<file path="src/rtl/multicycle_control.sv">
// Multicycle MIPS-subset control FSM: sequences fetch/decode/execute/memory/writeback
// and drives the shared-memory datapath controls; counts retired instructions.
module multicycle_control #(
  parameter int MEM_HANDSHAKE = 1,
  parameter int CNT_W         = 32,
  parameter int STATE_W       = 4
) (
  input  logic               clk,
  input  logic               rst_n,
  input  logic [5:0]         opcode,
  input  logic               mem_ready,
  output logic               PCWrite,
  output logic               PCWriteCond,
  output logic               IorD,
  output logic               MemRead,
  output logic               MemWrite,
  output logic               IRWrite,
  output logic               MemtoReg,
  output logic               RegDst,
  output logic               RegWrite,
  output logic               ALUSrcA,
  output logic [1:0]         ALUSrcB,
  output logic [1:0]         ALUOp,
  output logic [1:0]         PCSource,
  output logic [STATE_W-1:0] state,
  output logic [CNT_W-1:0]   retired,
  output logic               illegal_seen
);

  typedef enum logic [3:0] {
    IDLE   = 4'd0,  FETCH  = 4'd1,  DECODE = 4'd2,  MEMADR = 4'd3,
    MEMRD  = 4'd4,  MEMWB  = 4'd5,  MEMWR  = 4'd6,  EXEC   = 4'd7,
    RWB    = 4'd8,  BRANCH = 4'd9,  JUMP   = 4'd10, ADDIEX = 4'd11,
    ADDIWB = 4'd12
  } state_t;

  localparam logic [5:0] OP_RTYPE = 6'b000000;
  localparam logic [5:0] OP_LW    = 6'b100011;
  localparam logic [5:0] OP_SW    = 6'b101011;
  localparam logic [5:0] OP_BEQ   = 6'b000100;
  localparam logic [5:0] OP_J     = 6'b000010;
  localparam logic [5:0] OP_ADDI  = 6'b001000;

  state_t     cur, nxt;
  logic [5:0] op_q;
  logic       rdy;
  logic       retire;
  logic       illegal;

  assign rdy   = (MEM_HANDSHAKE != 0) ? mem_ready : 1'b1;
  assign state = STATE_W'(cur);

  always_ff @(posedge clk or negedge rst_n) begin
    if (!rst_n) begin
      cur          <= IDLE;
      op_q         <= 6'd0;
      retired      <= '0;
      illegal_seen <= 1'b0;
    end else begin
      cur <= nxt;
      if (cur == DECODE) op_q <= opcode;
      if (retire) retired <= retired + CNT_W'(1);
      if (illegal) illegal_seen <= 1'b1;
    end
  end

  // Completing states retire on their exit to FETCH; MEMWR only once memory is ready.
  assign retire = (cur == MEMWB) || (cur == RWB) || (cur == ADDIWB) ||
                  (cur == BRANCH) || (cur == JUMP) || ((cur == MEMWR) && rdy);
  assign illegal = (cur == DECODE) && (nxt == FETCH);

  always_comb begin
    nxt = cur;
    case (cur)
      IDLE:   nxt = FETCH;
      FETCH:  if (rdy) nxt = DECODE;
      DECODE: begin
        case (opcode)
          OP_RTYPE:     nxt = EXEC;
          OP_LW, OP_SW: nxt = MEMADR;
          OP_BEQ:       nxt = BRANCH;
          OP_J:         nxt = JUMP;
          OP_ADDI:      nxt = ADDIEX;
          default:      nxt = FETCH;
        endcase
      end
      MEMADR: nxt = (op_q == OP_LW) ? MEMRD : MEMWR;
      MEMRD:  if (rdy) nxt = MEMWB;
      MEMWR:  if (rdy) nxt = FETCH;
      EXEC:   nxt = RWB;
      ADDIEX: nxt = ADDIWB;
      MEMWB, RWB, ADDIWB, BRANCH, JUMP: nxt = FETCH;
      default: nxt = IDLE;
    endcase
  end

  always_comb begin
    PCWrite     = 1'b0;
    PCWriteCond = 1'b0;
    IorD        = 1'b0;
    MemRead     = 1'b0;
    MemWrite    = 1'b0;
    IRWrite     = 1'b0;
    MemtoReg    = 1'b0;
    RegDst      = 1'b0;
    RegWrite    = 1'b0;
    ALUSrcA     = 1'b0;
    ALUSrcB     = 2'b00;
    ALUOp       = 2'b00;
    PCSource    = 2'b00;
    case (cur)
      FETCH: begin
        MemRead = 1'b1;
        ALUSrcB = 2'b01;
        IRWrite = rdy;
        PCWrite = rdy;
      end
      DECODE: ALUSrcB = 2'b11;
      MEMADR, ADDIEX: begin
        ALUSrcA = 1'b1;
        ALUSrcB = 2'b10;
      end
      MEMRD: begin
        MemRead = 1'b1;
        IorD    = 1'b1;
      end
      MEMWR: begin
        MemWrite = 1'b1;
        IorD     = 1'b1;
      end
      MEMWB: begin
        RegWrite = 1'b1;
        MemtoReg = 1'b1;
      end
      EXEC: begin
        ALUSrcA = 1'b1;
        ALUOp   = 2'b10;
      end
      RWB: begin
        RegWrite = 1'b1;
        RegDst   = 1'b1;
      end
      ADDIWB: RegWrite = 1'b1;
      BRANCH: begin
        ALUSrcA     = 1'b1;
        ALUOp       = 2'b01;
        PCWriteCond = 1'b1;
        PCSource    = 2'b01;
      end
      JUMP: begin
        PCWrite  = 1'b1;
        PCSource = 2'b10;
      end
      default: ;
    endcase
  end

endmodule

</file>
<file path="config.mk">
export PLATFORM = sky130hd
export DESIGN_NAME = multicycle_control
export DESIGN_NICKNAME = d
export VERILOG_FILES = /design/src/rtl/multicycle_control.sv
export SDC_FILE = /design/constraint.sdc
export NUM_CORES = 1
export LEC_CHECK = 0
export CORE_MARGIN = 2
export CORE_UTILIZATION = 40
export CTS_BUF_LIST = sky130_fd_sc_hd__clkbuf_2 sky130_fd_sc_hd__clkbuf_4 sky130_fd_sc_hd__clkbuf_8
export CTS_CLUSTER_DIAMETER = 100
export DETAILED_ROUTE_END_ITERATION = 10
export PLACE_DENSITY = 0.72
export SYNTH_ARGS = -nofsm -noshare
export SYNTH_HDL_FRONTEND = slang
export SYNTH_SLANG_ARGS = --single-unit
</file>
<file path="constraint.sdc">
create_clock -name clk -period 3.9 [get_ports clk]
set_input_delay 1.17 -clock clk [delete_from_list [all_inputs] [get_ports clk]]
set_output_delay 1.17 -clock clk [all_outputs]
set_load 0.01 [all_outputs]
</file>
Yosys cells after proc, flatten, opt, wreduce, memory -nomap -nowiden
Index checks and enable logic that the tools add are counted.
W data, S select, Z words.
{"block": "op_classes", "add_sub_neg": 1, "eq_ne": 19, "muxes": 19, "reduce_logical": 16}
{"operator": "$add A32 B1 Y32 const B", "count": 1}
{"operator": "$pmux W4 S8", "count": 1}
{"operator": "$eq A4 B4 Y1 const B", "count": 5}
{"operator": "$pmux W4 S5", "count": 1}
{"operator": "$eq A6 B6 Y1 const B", "count": 3}
{"operator": "$eq A4 B3 Y1 const B", "count": 4}
{"operator": "$mux W4", "count": 3}
{"operator": "$mux W1", "count": 9}
{"operator": "$eq A4 B1 Y1 const B", "count": 2}
{"operator": "$eq A4 B2 Y1 const B", "count": 2}
{"operator": "$pmux W2 S2", "count": 2}
{"operator": "$reduce_or A2 Y1", "count": 4}
{"operator": "$eq A6 B2 Y1 const B", "count": 1}
{"operator": "$eq A6 B3 Y1 const B", "count": 1}
{"operator": "$eq A6 B4 Y1 const B", "count": 1}
{"operator": "$logic_not A6 Y1", "count": 1}
{"operator": "$pmux W2 S3", "count": 1}
{"operator": "$reduce_or A6 Y1", "count": 1}
{"operator": "$logic_or A1 B1 Y1", "count": 5}
{"operator": "$logic_not A4 Y1", "count": 1}
{"operator": "$reduce_or A4 Y1", "count": 1}
{"operator": "$reduce_or A3 Y1", "count": 1}
{"operator": "$logic_and A1 B1 Y1", "count": 2}
{"operator": "$mux W2", "count": 1}
{"operator": "$pmux W1 S2", "count": 1}
{"block": "totals", "regBits": 43, "out_inout_bits": 53}

Logic depth before layout (Yosys ltp)
Gate-level depths: netlist of the first run.
{"block": "depth", "ltp_word": 6, "ltp_mapped": 8, "ltp_nobuf": 6}

Worst setup path after synthesis of the first run
OpenSTA, ideal clock, no wires.
{"block": "synth_path", "path_kind": "input-to-output", "start": "input port mem_ready", "end": "output port PCWrite", "arrival_time_ns": 1.641, "setup_slack_ns": 1.089, "path_stages": 2, "path_cell_list": "and3_1 -> or2_2"}
{"block": "synth_between", "elab_chain_cells": 1}
{"element": "start, declared", "line_no": "11", "text": "input logic mem_ready,"}
{"element": "$pmux W1 S2", "line_no": "111", "text": "case (cur)"}
{"element": "end, declared", "line_no": "12", "text": "output logic PCWrite,"}
Every way passes these cells.

Final worst setup path of the first run
Same ends and word-level chain as after synthesis.

==> out/metrics.cfg, run 1 <==
[outcome]
run_status = finished, final reports clean

[worst_setup_path]
arrival_ns = 2.48
critical_path.slowest_cell = sky130_fd_sc_hd__clkdlybuf4s50_1
nature_of_the_critical_path_endpoint = output pin
timing.critical_path.required_ns = 2.73
crit_path_max_incr_delay_ns = 0.48
critPathBufInv = 2
cp_common_cell = sky130_fd_sc_hd__clkdlybuf4s50_1
worst_r2r_endpoint = retired[4]
critical_path_class = input port to output pin
start_kind = input port
rr_worst_depth = 5
cp_max_fo = 2
r2r_start = state[0]
timing.critical_path.cells = clkdlybuf4s50_1 -> and3_1 -> or2_2 -> clkdlybuf4s50_1
reg2reg_setup_slack_ns = 1.51
crit_family = buffers and inverters

[synth]
synth_largest_type_area_fraction = 0.4759
synth-seq-cells = 43
share_of_the_yosys_chip_area_belonging_to_registers = 0.4759
ys_dominant_reg_cell = sky130_fd_sc_hd__dfrtp_1
synth.top_cells.by_count = sky130_fd_sc_hd__dfrtp_1 (43), sky130_fd_sc_hd__xnor2_1 (19), sky130_fd_sc_hd__nand2_1 (18), sky130_fd_sc_hd__nor2_1 (16)
yosysTopAreaCell = sky130_fd_sc_hd__dfrtp_1
yosysWarnings = 0
synth.net_count = 233
syn_inst = 223
most_common_cell_in_the_synthesized_netlist = sky130_fd_sc_hd__dfrtp_1
ys_top_cells_by_area = sky130_fd_sc_hd__dfrtp_1 (48%), sky130_fd_sc_hd__xnor2_1 (7.4%), sky130_fd_sc_hd__xor2_1 (5.0%)
synth_edf_count = 0
async_flop_share = 1.000
synth.cell_area_um2 = 2261
distinct_cell_type_count_after_synthesis = 43
postSynthAreaPerCell_um2 = 10.14

[grt]
first_global_vias = 1744
grt_antenna_before_repair = 0
grt_max_degree = 44
grt_pass1_wl_um = 8280
globalRouteOverflowTotal = 0
grt_usage = 0.1680

[layout]
proportion_of_layout_cells_with_a_drive_suffix_above_1 = 0.07885
final.fill_count = 511
final_design_instance_area_without_fill_um2 = 2959
finalCoreUtilization = 0.5407
final_net_count = 290
antenna-diode-count = 0
layout-area-overhead-vs-synth_pct = 30.88
fin_cells = 351

[floorplanning]
core.rowCount = 27
die-area_um2 = 6269
ios = 62
floorplan.initialDensity = 0.4131
die_width_um = 79.18
core-area_um2 = 5473
dieHeight_um = 79.18

[pwr]
power_spent_charging_and_discharging_nets_uw = 510.1
power-per-cell-area_nw_per_um2 = 484.4
sw_frac_of_total = 0.3559
report.power.total_mw = 1.434
p_int_uw = 923.4
power_leakage_nw = 1.257
clkPwrFrac = 0.183
seq_power_share = 0.436
share_comb_of_total_power = 0.380
worst_ir_drop_vdd_mv = 0.2426

[clock_tree]
insertion_delay_ns = 0.30
clock-sinks = 43
post-cts-setup-buffer-count = 0
number_of_hold_buffers_added_after_cts = 0
clk_root_buffer_cell = sky130_fd_sc_hd__clkbuf_8
post_cts.resized_instances = 0
htreeDepth = 2
number_of_buffers_created_by_cts = 5
clock_tree_from_tritoncts = done
cts.path.max_buffers = 2
clk_pin_slew_ns = 0.07

[routing]
wirelength_um = 4860
ant_nets = 0
drtIter0Drc = 103
detailedRoute.firstPassIterationCount = 4
vias = 1828
route.detailed.wl_per_inst_um = 13.85
route.detailed.vias_per_inst = 5.208
post_detailed_route_drc_marker_count = 0

[timing]
fmax_mhz = 273.6
worst_slew_margin_rel = 0.3033
fin_setup_tns_ns = 0
fin_crit_sh = 0.9371
finish_stage_setup_viols = 0
timing_worst_slew_pin_value_ns = 1.041
postLayoutSetupSlackWorst_ns = 0.2452
finalMaxSlewViolations = 0
rsz0062_at_grt = no
whs_ns = 0.4731
final-hold-violation-count = 0
period_minus_slack_ns = 3.655
worst_clock_skew_ns = 0.01095

[place]
placement.cell_area_um2 = 2883
gp_routability_congestion = 0.8010
place_worst_setup_slack_ns = 0.2454
dp.cells = 345
hpwl_um = 3643
port-buffer-count = 61

[hold_path]
worst_hold_path.num_cells = 1
hold-path-endpoint = retired[31]
timing.hold.worst.start = retired[31]
hold_class = flop to flop

[job]
max-cap-violations = 0

-- area by class of cell --
cell class | instances | area (µm²) | share of cell area
Clock buffer | 5 | 68.82 | 0.02326
Clock inverter | 1 | 7.507 | 0.002537
Inverter | 5 | 18.77 | 0.006342
Multi-Input combinational cell | 162 | 1077 | 0.3641
Sequential cell | 43 | 1076 | 0.3636
Tap cell | 72 | 90.09 | 0.03044
Timing Repair Buffer | 63 | 620.6 | 0.2097
-- placed cells by master (no fill, tap or decap), drive strengths merged, types with 4 or more instances in the layout --
cell,netlist,routed
nand3,12,12
nor4,5,5
clkdlybuf4s50,0,60
nand2b,5,5
nor3,14,14
inv,5,5
nor2,16,16
clkbuf,4,5
xor2,13,13
dfrtp,43,43
mux2,6,6
nand4,14,14
xnor2,20,20
a21oi,5,5
nand2,18,18
and3,4,4
-- power by group through the flow --
stage | sequential (mW) | combinational, mW | clock (mW)
5_1_grt | 0.647 | 0.604 | 0.289
3_3_place_gp | 0.632 | 0.546 | 0
3_5_place_dp | 0.636 | 0.552 | 0
2_1_floorplan | 0.591 | 0.372 | 0
4_1_cts | 0.627 | 0.553 | 0.274
6_report | 0.625 | 0.545 | 0.263
-- cells by family (layout without fill, tap and decap cells) --
family	count (synthesis)	after routing	share of synthesized area
and+or+nand+nor	103	103	0.2540
muxes	6	6	0.02988
buffers and inverters	18	74	0.04759
xor gates and xnor gates	33	33	0.1312
DFF	43	43	0.4759
AOI/OAI and AO/OA	19	19	0.05589
adders and majority gates	1	1	0.005533
-- registers in the layout, summed over array words and instances (netlist names) --
signal	flops
state	4
op_q	6
illegal_seen	1
retired	32
-- how the worst max path moves through the flow --
stage / from / to / slack [ns] / cells past startpoint
2_1_floorplan: mem_ready / PCWrite / 1.09 / 2
3_3_place_gp: mem_ready / PCWrite / 0.26 / 4
3_5_place_dp: mem_ready / PCWrite / 0.25 / 4
4_1_cts: mem_ready / PCWrite / 0.25 / 4
5_1_grt: mem_ready / PCWrite / 0.21 / 4
6_report: mem_ready / PCWrite / 0.25 / 4
-- layer usage --
metal | track usage | wire length [µm]
met4 | 0.06379 | 57
met2 | 0.2585 | 2335
met3 | 0.04205 | 172
met1 | 0.2289 | 2295
met5 | 0 | 0
Note: power is estimated with default switching activity, not from simulation.
==> run 2: changes to the inputs <==
--- a/config.mk
+++ b/config.mk
@@ -10,6 +10,7 @@
 export CTS_BUF_LIST = sky130_fd_sc_hd__clkbuf_2 sky130_fd_sc_hd__clkbuf_4 sky130_fd_sc_hd__clkbuf_8
 export CTS_CLUSTER_DIAMETER = 100
 export DETAILED_ROUTE_END_ITERATION = 10
+export HOLD_SLACK_MARGIN = 0.12
 export PLACE_DENSITY = 0.72
 export SYNTH_ARGS = -nofsm -noshare
 export SYNTH_HDL_FRONTEND = slang
==> results of run 2 <==
Final layout, timing and power as in run 1 (identical DEF).
